$ cat src/rtl/sin_wave_gen_pkg.sv
// sin_gen_pkg: shared widths and quadrant encoding for the sine generator family.
package sin_gen_pkg;
    localparam int PHASE_W  = 12;
    localparam int FREQ_W   = 7;
    localparam int ROM_AW   = 5;
    localparam int AMPL_W   = 6;
    localparam int SAMPLE_W = 7;
    typedef enum logic [1:0] {Q0_RISE, Q1_FALL, Q2_NEG_FALL, Q3_NEG_RISE} quadrant_e;
endpackage

$ cat src/rtl/sin_wave_gen_if.sv
// sin_wave_gen_if: link between the generator and its external quarter-wave ROM.
interface sin_wave_gen_if;
    import sin_gen_pkg::*;
    logic [ROM_AW-1:0] rom_addr;
    logic              rom_en;
    logic [AMPL_W-1:0] rom_data;
    modport master (output rom_addr, output rom_en, input rom_data);
    modport slave  (input rom_addr, input rom_en, output rom_data);
endinterface

$ cat src/rtl/sin_wave_gen_quadrant_map.sv
// sin_quadrant_map: folds a full-wave {quadrant, index} onto the quarter-wave ROM address and sign.
module sin_quadrant_map import sin_gen_pkg::*; (
    input  quadrant_e         quad_i,
    input  logic [ROM_AW-1:0] index_i,
    output logic [ROM_AW-1:0] addr_o,
    output logic              neg_o
);
    assign addr_o = (quad_i == Q1_FALL || quad_i == Q3_NEG_RISE) ? ~index_i : index_i;
    assign neg_o  = (quad_i == Q2_NEG_FALL || quad_i == Q3_NEG_RISE);
endmodule

$ cat src/rtl/sin_wave_gen.sv
// sin_wave_gen: one signed sine sample per accepted tick, 3-cycle latency through an external
// registered quarter-wave ROM; the sign travels alongside the ROM read to stay aligned.
module sin_wave_gen #(
    parameter int PHASE_W = sin_gen_pkg::PHASE_W,
    parameter int FREQ_W  = sin_gen_pkg::FREQ_W
) (
    input  logic                                  clk,
    input  logic                                  rst,
    input  logic                                  en,
    input  logic                                  sync,
    input  logic                                  sample_tick,
    input  logic [FREQ_W-1:0]                     freq_word,
    sin_wave_gen_if.master                        rom,
    output logic [sin_gen_pkg::SAMPLE_W-1:0]      sample_out,
    output logic                                  sample_valid
);
    import sin_gen_pkg::*;
    logic [PHASE_W-1:0]  phase_q, phase_d, p_use;
    logic [ROM_AW-1:0]   addr_q, addr_d, map_addr;
    logic [SAMPLE_W-1:0] sample_q, sample_d, mag;
    logic                map_neg, accept, rom_en_q;
    logic                neg_s1_q, neg_s1_d, vld_s1_q, neg_s2_q, vld_s2_q, valid_q, valid_d;
    quadrant_e           quad;

    assign p_use  = sync ? '0 : phase_q;
    assign quad   = quadrant_e'(p_use[PHASE_W-1 -: 2]);
    assign accept = en & sample_tick;
    assign mag    = {1'b0, rom.rom_data};

    sin_quadrant_map u_map (
        .quad_i  (quad),
        .index_i (p_use[PHASE_W-3 -: ROM_AW]),
        .addr_o  (map_addr),
        .neg_o   (map_neg)
    );

    // Without a tick, p_use already carries a lone sync's phase clear.
    always_comb begin
        phase_d  = !en ? '0 : accept ? p_use + PHASE_W'(freq_word) : p_use;
        addr_d   = accept ? map_addr : addr_q;
        neg_s1_d = accept ? map_neg : neg_s1_q;
        sample_d = !en ? '0 : vld_s2_q ? (neg_s2_q ? -mag : mag) : sample_q;
        valid_d  = en & vld_s2_q;
    end

    always_ff @(posedge clk) begin
        if (rst) begin
            phase_q  <= '0;
            addr_q   <= '0;
            rom_en_q <= 1'b0;
            neg_s1_q <= 1'b0;
            vld_s1_q <= 1'b0;
            neg_s2_q <= 1'b0;
            vld_s2_q <= 1'b0;
            sample_q <= '0;
            valid_q  <= 1'b0;
        end else begin
            phase_q  <= phase_d;
            addr_q   <= addr_d;
            rom_en_q <= en;
            neg_s1_q <= neg_s1_d;
            vld_s1_q <= accept;
            neg_s2_q <= neg_s1_q;
            vld_s2_q <= en & vld_s1_q;
            sample_q <= sample_d;
            valid_q  <= valid_d;
        end
    end

    assign rom.rom_addr = addr_q;
    assign rom.rom_en   = rom_en_q;
    assign sample_out   = sample_q;
    assign sample_valid = valid_q;
endmodule

$ cat src/flat_wrapper.sv
// flat-port wrapper written by rule: the top's interface ports become plain ports
module sin_wave_gen_flat import sin_gen_pkg::*;
#(
    parameter int PHASE_W = sin_gen_pkg::PHASE_W,
    parameter int FREQ_W  = sin_gen_pkg::FREQ_W
)
  (clk, rst, en, sync, sample_tick, freq_word, sample_out, sample_valid, rom_rom_addr, rom_rom_en, rom_rom_data);
  sin_wave_gen_if rom_i ();
  input  logic clk;
  input  logic rst;
  input  logic en;
  input  logic sync;
  input  logic sample_tick;
  input  logic [FREQ_W-1:0] freq_word;
  output logic [sin_gen_pkg::SAMPLE_W-1:0] sample_out;
  output logic sample_valid;
  output wire logic [$bits(rom_i.rom_addr)-1:0] rom_rom_addr;
  output wire logic [$bits(rom_i.rom_en)-1:0] rom_rom_en;
  input wire logic [$bits(rom_i.rom_data)-1:0] rom_rom_data;
  assign rom_rom_addr = rom_i.rom_addr;
  assign rom_rom_en = rom_i.rom_en;
  assign rom_i.rom_data = rom_rom_data;
  sin_wave_gen #(.PHASE_W(PHASE_W), .FREQ_W(FREQ_W)) u_core (.clk(clk), .rst(rst), .en(en), .sync(sync), .sample_tick(sample_tick), .freq_word(freq_word), .rom(rom_i), .sample_out(sample_out), .sample_valid(sample_valid));
endmodule
$ cat config.mk
export PLATFORM = sky130hd
export DESIGN_NAME = sin_wave_gen_flat
export DESIGN_NICKNAME = d
export VERILOG_FILES = /design/src/rtl/sin_wave_gen_pkg.sv /design/src/rtl/sin_wave_gen_if.sv /design/src/rtl/sin_wave_gen_quadrant_map.sv /design/src/rtl/sin_wave_gen.sv /design/src/flat_wrapper.sv
export SDC_FILE = /design/constraint.sdc
export NUM_CORES = 1
export LEC_CHECK = 0
export BUFFER_PORTS_ARGS = -buffer_cell sky130_fd_sc_hd__buf_4
export CORE_MARGIN = 4
export CORE_UTILIZATION = 45
export CTS_BUF_LIST = sky130_fd_sc_hd__clkbuf_16
export DETAILED_ROUTE_END_ITERATION = 6
export PLACE_DENSITY_LB_ADDON = 0.3
export RECOVER_POWER = 50
export REMOVE_ABC_BUFFERS = 1
export SYNTH_ARGS = -nofsm -noshare
export SYNTH_HDL_FRONTEND = slang
export SYNTH_SLANG_ARGS = --single-unit
$ cat constraint.sdc
create_clock -name clk -period 2.2 [get_ports clk]
set_input_delay 0.11 -clock clk [delete_from_list [all_inputs] [get_ports clk]]
set_output_delay 0.11 -clock clk [all_outputs]
set_load 0.01 [all_outputs]
Word-level counts from Yosys, hierarchy flattened
Cells that the tools add are included.
- $add $sub $neg: 2
- equal/unequal tests: 3
- multiplexer cells: 4
- bitwise logic cells: 5
- reduce and logical (&&, ||, !) cells: 3
- operators by type and width (operator ; number):
    2-to-1 mux 12 bit ; 2
    adder 12 x 7 -> 12 bit ; 1
    2-to-1 mux 7 bit ; 1
    negation 6 -> 7 bit ; 1
    2-to-1 mux 5 bit ; 1
    NOT 5 bit ; 1
    equality test 2 bit, second input constant ; 2
    AND 1 bit ; 3
    equality test 2 x 1 -> 1 bit, second input constant ; 1
    logical OR 1 bit ; 2
    OR reduction 2 bit ; 1
    NOT 1 bit ; 1
- flip-flop bits (word level): 30
- input port bits: 18
- output and inout bits: 14
- word-level logic and storage cells: 26

Logic depth before layout (Yosys ltp)
- depth in word-level cells: 4
- depth in mapped cells: 8

Cells and area by module
From an unflattened synthesis, not the netlist that was laid out.
- cells, all modules: 185
- area total of the unflattened synthesis: 1624.1 um^2
- by module, submodules not included (module ; instances ; cells each ; area each (um^2) ; seq. area each (um^2)):
    sin_wave_gen ; 1 ; 178 ; 1565.3 ; 600.6
    sin_quadrant_map ; 1 ; 7 ; 58.8 ; 0.0

Worst setup path after synthesis
No wires, ideal clock.
- path kind: register -> register
- start point: register u_core.phase_q[0]
- end point: register u_core.phase_q[8]
- library setup time: 0.072 ns
- arrival time: 1.971 ns
- required time: 2.128 ns
- slack: 0.157 ns
- stages on the path, launching flop included: 9
- path buffers: 0
- period minus slack after synthesis: 2.043 ns
- cells stage by stage: dfxtp_1 nor2b_1 ha_1 inv_1 fa_1 nor2b_1 o211ai_1 a2111oi_1 mux2i_1
- longest elaborated chain between the ends: 3
- ends and longest elaborated chain (element ; line ; text):
    start: declaration ; sin_wave_gen.sv:18 ; logic [PHASE_W-1:0] phase_q, phase_d, p_use;
    start signal: assignment ; sin_wave_gen.sv:58 ; phase_q <= phase_d;
    2-to-1 mux 12 bit ; sin_wave_gen.sv:25 ; assign p_use = sync ? '0 : phase_q;
    adder 12 x 7 -> 12 bit ; sin_wave_gen.sv:39 ; phase_d = !en ? '0 : accept ? p_use + PHASE_W'(freq_word) : p_use;
    2-to-1 mux 12 bit ; sin_wave_gen.sv:39 ;
Every way passes these cells.
A chain may end at the register's enable or synchronous reset.

Final worst setup path
- start point: register u_core.phase_q[4]
- end point: register u_core.phase_q[7]
The elaborated chain is that of the path after synthesis.

==> summary.txt <==
Run status
  – Status: finished, final reports clean

Worst setup path
  – Crit-path max FO: 6
  – Crit-path max cell delay: about 520 ps
  – Critical path launch point type: flop
  – Crit-path cells: nor2b_1, ha_1, a2111oi_4, o21ai_2, a311o_1, a21oi_2
  – CP Class: reg -> reg
  – Slowest-stage cell, CP: a2111oi_4
  – Worst Path Arrival: around 2300 ps
  – WP data required: between 2000 and 2500 ps
  – Type of destination of the critical path: flop

Yosys
  – EDFF count, synth: 0
  – Post-Syn Instances: between 150 and 200
  – Synthesized flop and latch total: 30
  – Mapped Avg Cell Area: just over 9 µm²
  – Synthesized cell area: 1610 µm²
  – Synth warn: 0
  – Synth Flop Type: dfxtp_1
  – Post-synth cell types: 46
  – Share of flip-flops with an asynchronous set or reset: 0
  – Sequential area share after synthesis: 0.374

Power
  – VDD IR max: 475 µV
  – Pwr dens: 768 nW/µm²
  – Leakage Power: slightly above 0.8 nW

Clocking
  – CTS tree: built
  – Root Driver: clkbuf_16
  – CTS Buf Count: 5
  – CTS max path bufs: 2
  – Clock Pin Slew Worst Setup and Hold Paths: around 50 ps
  – H-tree levels: 2
  – Worst-Skew Late Latency: 280 ps
  – Sink Count: 30

Timing
  – Post-route setup slack: 133 ps
  – Setup total negative slack: 0 ps
  – Final period utilization: 0.940
  – Hold_ws: about 48 ps
  – Max Clk Rate: 484 MHz
  – Minimum clock period: roughly 2100 ps
  – Unrepaired setup endpoints after global routing: false
  – Final Hold Vio Count: 0
  – Slew @ Worst Pin: roughly 720 ps
  – Fin. max-slew vios: 0
  – Slew margin rel.: 0.522
  – Endpoints failing setup: 0
  – Clock skew: between 6 and 7 ps

Global routing
  – Initial antenna violation count: 0
  – Global route total overflow: 0
  – Largest net degree at the start of global routing: 19
  – Gr usage total: 0.186
  – First-pass GRT wire length: between 6000 and 7000 µm
  – Vias in the first global route: between 1k and 1.5k

Floorplan
  – Site Rows: 21
  – Die height: a little under 70 µm
  – Starting Density: 0.474
  – DIE AREA: between 4000 and 5000 µm²
  – Die Width: about 68 µm
  – Core box area: ~3400 µm²
  – IO Count: 32

Placed design
  – GPL Wtd Cong: 0.816
  – HPWL Detailed: roughly 2800 µm
  – Place WS: -28.0 ps
  – Placed cell count: between 200 and 250
  – IO Port Bufs: 31

Cells and area
  – N_diodes: 0
  – Area of the multi-input gates: 957 µm²
  – Area delta synth->final: 27.5%
  – Most frequent cells in the layout: dfxtp_1 (30), buf_4 (20), nor2_1 (14), clkbuf_1 (14), nand2_1 (11)
  – Finished Layout Cells: approximately 260
  – Storage cell area: about 600 µm²
  – Layout Nets: roughly 240
  – Commonest non-fill, non-tap cell in the layout: dfxtp_1
  – Share of cells above drive strength 1: 0.175
  – Fillcell total: between 200 and 300

Routing
  – 1st-pass router iterations: 4
  – WL per Instance: around 15 µm
  – Final Routed Wirelength: between 3000 and 4000 µm
  – Remaining antenna violation count: 0
  – Initial DRC count: approximately 100
  – Via-per-instance ratio: between 5 and 6
  – DRC: 0
  – DR vias: 1403

Run
  – Max-Cap Viols: 0

Min path
  – Min-Delay Path Class: in -> reg
critical path: cells and delay by family (launching register included):
family          cells  cell delay [ps]
simple gates        1              170
compound gates      4             1150
flops               1              310
fa+ha+maj           1              350
worst paths after layout:
| kind | slack, ps | depth (start not counted) | from | end |
|---|---|---|---|---|
| max | 130 | 6 | u_core.phase_q[4]$_SDFF_PP0_ | u_core.phase_q[7]$_SDFF_PP0_ |
| min | 50 | 2 | rst | u_core.rom.rom_addr[1]$_SDFFE_PP0P_ |
| max reg2reg | 130 | 6 | u_core.phase_q[4]$_SDFF_PP0_ | u_core.phase_q[7]$_SDFF_PP0_ |
| min reg2reg | 440 | 1 | u_core.vld_s1_q$_SDFF_PP0_ | u_core.vld_s2_q$_SDFF_PP0_ |
layer usage:
layer / wire, µm / up-vias / share of wire / track usage
li1: - / 699 / - / -
met1: 1670 / 662 / 0.44 / 0.222
met2: 1880 / 37 / 0.49 / 0.310
met3: 227 / 5 / 0.059 / 0.0466
met4: 45 / 0 / 0.012 / 0.0835
met5: 0 / - / 0 / 0
state kept, by name (all words and copies together) (netlist names):
name	cells
u_core.neg_s1_q	1
u_core.sample_out	7
u_core.sample_valid	1
u_core.rom.rom_addr	5
u_core.phase_q	12
u_core.vld_s2_q	1
u_core.rom.rom_en	1
u_core.vld_s1_q	1
u_core.neg_s2_q	1
cells in the mapped netlist (5+ instances only):
cell      number  share of area
dfxtp_1       30           0.37
nor2_1        14          0.033
nand2_1       11          0.026
nor2b_1       11          0.043
ha_1           9          0.070
inv_1          9          0.021
xor2_1         8          0.044
a211oi_1       6          0.028
clkbuf_1       6          0.014
a21oi_1        5          0.016
mux2i_1        5          0.031
nand2b_1       5          0.019
report_power, final:
group	switching, mW	internal (mW)
logic	0.0735	0.0590
clock network	0.238	0.644
registers	0.00571	0.554
total	0.317	1.26
timing repair:
item	in CTS	in global routing
pin swaps	0	1
gates resized for setup	3	3
buffers inserted	0	1
endpoints found under the setup margin	2	3
endpoints found under the hold margin	0	0
hold buffers	0	0
cell type report:
| class | count | share of cell area |
|---|---|---|
| clock buffer | 5 | 0.0611 |
| clock inverter | 3 | 0.0312 |
| inverter | 11 | 0.0202 |
| multi-input combinational | 129 | 0.467 |
| sequential | 30 | 0.293 |
| tap | 46 | 0.0281 |
| timing repair buffer | 34 | 0.0990 |
kinds of logic after synthesis:
logic type      synth area share
flops                      0.374
simple gates               0.181
compound gates             0.229
fa+ha+maj                 0.0826
xor+xnor                  0.0600
mux                       0.0312
buf+inv                   0.0428
stage by stage:
stage                     area (µm²)  utilization  power [mW]
after global placement          1880        0.556       0.695
after global routing            2050        0.604        1.62
after detailed placement        1880        0.556       0.701
after CTS                       2080        0.615        1.58
final                           2050        0.604        1.57
after floorplan                 1580            -       0.642
(Power assumes the default switching activity.)
